==> src/rtl/fetch_ctrl.sv <==
// Instruction-fetch controller: owns the PC and runs a one-outstanding req/ack fetch to imem.
// Optional perf counters are built when FETCH_PERF_EN is defined.
module fetch_ctrl #(
    parameter logic [15:0] RESET_PC  = 16'h0000,
    parameter logic [15:0] NOP_INSTR = 16'h0800
) (
    input  logic        clk,
    input  logic        rst_n,
    input  logic        branch,
    input  logic [15:0] branch_PC,
    input  logic        stall,
    input  logic        halt,
    input  logic        imem_rdy,
    input  logic        imem_ack,
    input  logic [15:0] imem_data,
    output logic        imem_req,
    output logic [15:0] imem_addr,
    output logic [15:0] instr,
    output logic        instr_valid,
    output logic [15:0] seq_PC,
    output logic        halted
`ifdef FETCH_PERF_EN
   ,output logic [15:0] perf_fetch_cnt,
    output logic [15:0] perf_stall_cnt
`endif
);

    localparam int unsigned W = 16;

    typedef enum logic [1:0] {
        S_FETCH = 2'd0,
        S_WAIT  = 2'd1,
        S_HOLD  = 2'd2,
        S_HALT  = 2'd3
    } state_t;

    state_t         state, state_nxt;
    logic [W-1:0]   pc;
    logic           drop;
    logic           halt_go, stall_go;
    logic           redirect, capture, drop_set, drop_clr, halt_enter;

    // Redirect outranks both halt and stall; they only act on a valid instr.
    assign halt_go  = halt  & instr_valid & ~branch;
    assign stall_go = stall & instr_valid & ~branch;

    // State register
    always_ff @(posedge clk or negedge rst_n) begin
        if (!rst_n) begin
            state <= S_FETCH;
        end else begin
            state <= state_nxt;
        end
    end

    // Next state and datapath strobes
    always_comb begin
        state_nxt  = state;
        redirect   = 1'b0;
        capture    = 1'b0;
        drop_set   = 1'b0;
        drop_clr   = 1'b0;
        halt_enter = 1'b0;
        case (state)
            S_FETCH: begin
                if (branch) begin
                    redirect = 1'b1;
                    if (imem_rdy) begin
                        drop_set  = 1'b1;
                        state_nxt = S_WAIT;
                    end
                end else if (halt_go) begin
                    halt_enter = 1'b1;
                    state_nxt  = S_HALT;
                end else if (stall_go) begin
                    state_nxt = S_HOLD;
                end else if (imem_rdy) begin
                    state_nxt = S_WAIT;
                end
            end
            S_WAIT: begin
                if (branch) begin
                    redirect = 1'b1;
                    if (imem_ack) begin
                        drop_clr  = 1'b1;
                        state_nxt = S_FETCH;
                    end else begin
                        drop_set = 1'b1;
                    end
                end else if (halt_go) begin
                    halt_enter = 1'b1;
                    drop_clr   = 1'b1;
                    state_nxt  = S_HALT;
                end else if (imem_ack) begin
                    state_nxt = S_FETCH;
                    if (drop) begin
                        drop_clr = 1'b1;
                    end else begin
                        capture = 1'b1;
                    end
                end
            end
            S_HOLD: begin
                if (branch) begin
                    redirect  = 1'b1;
                    state_nxt = S_FETCH;
                end else if (halt_go) begin
                    halt_enter = 1'b1;
                    state_nxt  = S_HALT;
                end else if (!stall) begin
                    state_nxt = S_FETCH;
                end
            end
            S_HALT: begin
                state_nxt = S_HALT;
            end
            default: begin
                state_nxt = S_FETCH;
            end
        endcase
    end

    // Memory-side outputs; request suppressed while in reset or when held/halting
    always_comb begin
        imem_req  = rst_n & (state == S_FETCH) & ~halt_go & ~stall_go;
        imem_addr = pc;
    end

    // PC, instruction register and drop flag
    always_ff @(posedge clk or negedge rst_n) begin
        if (!rst_n) begin
            pc          <= RESET_PC;
            instr       <= NOP_INSTR;
            instr_valid <= 1'b0;
            seq_PC      <= W'(RESET_PC + 16'd2);
            halted      <= 1'b0;
            drop        <= 1'b0;
        end else begin
            if (redirect) begin
                pc          <= branch_PC & 16'hFFFE;
                instr_valid <= 1'b0;
                instr       <= NOP_INSTR;
            end else if (halt_enter) begin
                halted      <= 1'b1;
                instr_valid <= 1'b0;
                instr       <= NOP_INSTR;
            end else if (capture) begin
                instr       <= imem_data;
                instr_valid <= 1'b1;
                seq_PC      <= W'(pc + 16'd2);
                pc          <= W'(pc + 16'd2);
            end
            if (drop_set) begin
                drop <= 1'b1;
            end else if (drop_clr) begin
                drop <= 1'b0;
            end
        end
    end

`ifdef FETCH_PERF_EN
    // Saturating counters: accepted instructions and cycles spent waiting or held
    always_ff @(posedge clk or negedge rst_n) begin
        if (!rst_n) begin
            perf_fetch_cnt <= 16'h0000;
            perf_stall_cnt <= 16'h0000;
        end else begin
            if (capture && (perf_fetch_cnt != 16'hFFFF)) begin
                perf_fetch_cnt <= W'(perf_fetch_cnt + 16'd1);
            end
            if (((state == S_HOLD) || (state == S_WAIT)) && (perf_stall_cnt != 16'hFFFF)) begin
                perf_stall_cnt <= W'(perf_stall_cnt + 16'd1);
            end
        end
    end
`endif

endmodule

==> config.mk <==
export PLATFORM = sky130hd
export DESIGN_NAME = fetch_ctrl
export DESIGN_NICKNAME = d
export VERILOG_FILES = /design/src/rtl/fetch_ctrl.sv
export SDC_FILE = /design/constraint.sdc
export NUM_CORES = 1
export LEC_CHECK = 0
export CAP_MARGIN = 20
export CORE_MARGIN = 5
export CORE_UTILIZATION = 42
export CTS_BUF_LIST = sky130_fd_sc_hd__clkbuf_4
export CTS_CLUSTER_DIAMETER = 200
export CTS_CLUSTER_SIZE = 24
export DETAILED_ROUTE_END_ITERATION = 10
export HOLD_SLACK_MARGIN = 0.06
export PLACE_DENSITY = 0.9
export SETUP_SLACK_MARGIN = 0.02
export SLEW_MARGIN = 0
export SYNTH_ARGS = -nofsm -noshare
export SYNTH_HDL_FRONTEND = slang
export SYNTH_SLANG_ARGS = --single-unit
==> constraint.sdc <==
create_clock -name clk -period 1.8 [get_ports clk]
set_input_delay 0.36 -clock clk [delete_from_list [all_inputs] [get_ports clk]]
set_output_delay 0.36 -clock clk [all_outputs]
set_load 0.1 [all_outputs]
# Word level (Yosys, flattened, before mapping)
# Cells that the tools add are included.
[word_totals]
regBits = 53
latch_bits = 0
ram_bits = 0
romBits = 0
in_bits = 39
out_inout_bits = 51
elab_cells = 76
mem_count = 0
[classes]
add_sub_neg = 1
n_mul = 0
div_mod_pow = 0
order_cmp = 0
n_eq_ne = 5
n_shift = 0
muxes = 43
bitwise = 12
n_reduce_logical = 8
[ops]
columns = ["op", "count"]
rows = [
  ["16-bit two-way mux", 6],
  ["1-bit two-way mux", 25],
  ["2-bit two-way mux", 10],
  ["16-bit by 2-bit adder with 16-bit output (second input constant)", 1],
  ["2-bit one-hot mux with 4 select lines", 1],
  ["1-bit AND", 7],
  ["1-bit inverter", 5],
  ["2-bit equality test (second input constant)", 2],
  ["4-bit != test (second input constant)", 1],
  ["2-bit AND reduction", 2],
  ["2-bit nonzero test", 2],
  ["3-bit AND reduction", 1],
  ["3-bit nonzero test", 1],
  ["3-bit OR reduction", 1],
  ["2-bit by 1-bit equality test with 1-bit output (second input constant)", 1],
  ["2-bit logical NOT", 1],
  ["2-bit != test (second input constant)", 1],
  ["1-bit one-hot mux with 2 select lines", 1],
]

# Longest topological paths before layout
[logic_depth]
depth_word = 8
mapped_depth = 8
depth_no_buf = 5

# Worst setup path after synthesis
# No wires, ideal clock.
[synth_timing]
kind = "reg-to-reg"
start = "reg pc[1], in the netlist imem_addr[1]"
end = "reg pc[11], in the netlist imem_addr[11]"
setup_time_ps = 82
arrival_time_ps = 2373
required_time_ps = 1718
setup_slack_ps = -655
stages_incl_launch_ff = 6
path_buffers = 0
period_less_slack_ps = 2455
path_cell_list = "dfrtp_1 > ha_1 > nand3_1 > nor4_4 > or3b_1 > a31oi_1"
[synth_via]
elab_chain_cells = 4
[synth_rtl]
columns = ["element", "line", "rtl"]
rows = [
  ["from (decl)", "38", "logic [W-1:0] pc;"],
  ["from (signal assigned)", "140", "pc <= branch_PC & 16'hFFFE;"],
  ["from (signal assigned)", "151", "pc <= W'(pc + 16'd2);"],
  ["16-bit by 2-bit adder with 16-bit output", "151", ""],
  ["16-bit two-way mux", "147", "end else if (capture) begin"],
  ["16-bit two-way mux", "143", "end else if (halt_enter) begin"],
  ["16-bit two-way mux", "139", "if (redirect) begin"],
]
# Every way passes these cells. The select of a mux whose other input is x is not followed.
# A chain may end at the register's enable or synchronous reset.

# Worst setup path after layout
[layout_timing]
start = "reg pc[8], in the netlist imem_addr[8]"
end = "reg seq_PC[13]"
[layout_via]
elab_chain_cells = 1
[layout_rtl]
columns = ["element", "line", "rtl"]
rows = [
  ["16-bit by 2-bit adder with 16-bit output", "150", "seq_PC <= W'(pc + 16'd2);"],
  ["to (signal assigned)", "135", "seq_PC <= W'(RESET_PC + 16'd2);"],
  ["to (signal assigned)", "150", ""],
  ["to (decl)", "20", "output logic [15:0] seq_PC,"],
]
# Every way passes these cells.

==> impl_metrics.ini <==
[status]
status = finished, violations left
failed_checks = negative setup slack

[power]
combPwrFrac_pct = 64.7
swShare_pct = 51.8
p_int_uw = 3520
p_switching_uw = 3780
ir_worst_vdd_mv = 1.38
power_frac_seq_pct = 26.3
clkPwrFrac_pct = 8.9
finalPower_uw = 7290
cellPowerDensity_nw_per_um2 = 1680
p_leak_uw = 0.00186

[global_route]
grtUsageTotal_pct = 19.2
first_global_vias = 2473
antenna_found_initial = 0
overflow = 0
grt_pass1_wl_mm = 11.6
grt_start_max_net_pins = 52

[worst_setup_path]
regToRegSetupSlack_ns = -0.03
reg2reg_to = seq_PC[13]
critical_path_required_ns = 2.06
startpoint = imem_addr[8]
worstSetupStartpointType = register
cp-end-kind = register
r2r_cells = 5
rr_startpoint = imem_addr[8]
worst-endpoint-arrival_ns = 2.08
critPathMaxFanout = 7
critical_path_class = reg2reg

[floorplan]
std_cell_rows = 28
start_util_pct = 42.9
die_area_um2 = 7670
ioPinCount = 90
core_um2 = 5890
die_h_um = 87.6
die_w_um = 87.6

[sta]
timing.fmax_mhz = 548
period_minus_slack_ns = 1.83
report.final.slew_viol_count = 0
hold_violations = 0
whs_ns = 0.141
setup_ws_ns = -0.0261
clock_skew_ns = 0.00875
timing.final.crit_share_pct = 101
tightest_slew_ns = 0.643
rsz0062_at_grt = yes
max-slew-margin-rel_pct = 57.1
setup_viol = 2

[drt]
vias = 2399
drc = 0
routed_wl_mm = 7.46
antenna_left = 0
wl_per_cell_um = 16.9
vias_per_cell = 5.44
first_pass_iters = 4
drtIter0Drc = 149

[yosys]
synth_area_um2 = 2530
synth_top_area_cell = dfrtp_1
synth_edf_count = 0
synth_ff_type = dfrtp_1
synth.top_cells.by_area = dfrtp_1 (49%), nand2_1 (6.1%), a22o_1 (5.5%)
synthDistinctLibCells = 44
yosysSeqAreaShare_pct = 50.6
avgSynthCellArea_um2 = 9.83
ys_ff_latch = 51
yosys_warnings = 0
async_reset_ff_share_pct = 100
yosysTopAreaCellShare_pct = 48.5
netlist_instances = 257

[clocking]
root_buffer = clkbuf_4
clk_latency_ns = 0.37
clock_sinks = 51
tritoncts = built
ctsHoldBuffers = 0
htree_levels = 2
clkTransAtPathRegs_ns = 0.15
cts_buffer_depth = 2
cts-buffers-inserted = 5

[finish]
nets = 405
ff_latch_area_um2 = 1320
area_growth_pct = 71.8
fill_cells = 400
drive_gt1_share_pct = 34.4
multi_input_area_um2 = 1210
antenna_cells = 0

[place]
dp_hpwl_mm = 5.45
port_buffers = 86
gp_congestion = 0.886

[flow_run]
cap_viol_max_count = 0

[worst_hold_path]
hp-class = in2async
## placed cells by master (no fill, tap or decap), types with 3 or more instances in the layout
master | Yosys | final
nor3_1 | 6 | 4
clkbuf_4 | 0 | 5
xnor2_1 | 15 | 15
buf_4 | 2 | 34
nor2_1 | 16 | 14
nor3b_1 | 8 | 8
nand2_1 | 41 | 41
buf_12 | 0 | 50
a211o_1 | 3 | 3
o21ai_0 | 25 | 23
dfrtp_4 | 0 | 10
nand3_1 | 9 | 8
a22o_1 | 16 | 16
inv_1 | 5 | 5
dfrtp_1 | 49 | 34
nor4_4 | 1 | 3
nand4_1 | 4 | 4
or3_1 | 4 | 4
dfrtp_2 | 0 | 5
clkdlybuf4s50_1 | 0 | 36
## power groups by stage
stage	registers [uW]	logic, uW	clock network (uW)
after floorplan	3890	840	0
final	1920	4720	652
after global placement	1950	4530	0
after detailed placement	1970	4580	0
after global routing	1960	4880	713
after CTS	1940	4640	669
## registers in the layout (all words and copies together), names as in the netlist
signal	cells
instr_valid	1
seq_PC	15
halted	1
state	2
drop	1
instr	16
imem_addr	15
## how the worst max path moves through the flow
stage                     slack, ns  cells after the start            end
after floorplan               -0.11                      6  imem_addr[11]
after global placement        -0.29                      6  imem_addr[15]
after detailed placement      -0.33                      6  imem_addr[15]
after CTS                     -0.03                      4       imem_req
after global routing           -0.1                      5     seq_PC[13]
final                         -0.03                      5     seq_PC[13]
## kinds of logic (layout without fill, tap and decap cells)
kind of cell	after synthesis	in the layout	share of synthesized area, %
compound gates	59	59	16.0
other cells	1	2	0.148
fa+ha+maj	1	1	0.495
xor+xnor	17	17	5.89
flops	51	51	50.6
buf+inv	26	134	5.64
simple gates	102	102	21.2
## critical path: stages (launching register included)
cell	delay [ns]
dfrtp_4	0.52
nand4_1	0.26
buf_4	0.25
nor4_1	0.39
xnor2_1	0.19
o21ai_0	0.11
## cells in the mapped netlist (4+ instances only)
cell	instances
or3_1	4
o21ai_0	25
buf_2	7
nand3_1	9
nor3b_1	8
a22o_1	16
clkbuf_2	5
nand2_1	41
nor3_1	6
xnor2_1	15
nor4_1	4
nand4_1	4
dfrtp_1	49
nor2_1	16
inv_1	5
## layer usage
metal,wire length [um],share of wire (%),track usage [%],vias up
met5,0,0,0,-
met4,217,2.9,7.25,0
met3,665,8.9,5.46,22
met2,3890,52,33.4,118
met1,2690,36,22.6,1149
li1,-,-,-,1110
## cell type report
| class | count | share of cell area (%) |
|---|---|---|
| multi-input cells | 181 | 27.8 |
| flip-flops and latches | 51 | 30.5 |
| repair buffers | 121 | 37.3 |
| inverters | 5 | 0.432 |
| well taps | 75 | 2.16 |
| clock buffers | 5 | 0.865 |
| clock inverters | 3 | 0.893 |
## through the flow
step	setup TNS, ns	cells	setup WS, ns	utilization [%]	instance area [um^2]
2_1_floorplan	-0.306	258	-0.114	-	2660
4_1_cts	-0.0318	437	-0.0318	72.4	4260
5_1_grt	-0.210	441	-0.0979	73.8	4340
3_5_place_dp	-9.34	427	-0.327	70.7	4160
3_3_place_gp	-7.64	427	-0.286	70.7	4160
6_report	-0.0401	441	-0.0261	73.8	4340
## timing repair
item | CTS | global route
setup buffers | 2 | 4
pin swaps | 1 | 3
endpoints found under the setup margin | 7 | 6
resized for setup | 4 | 9
No activity file was read; power rests on OpenSTA's default activity.
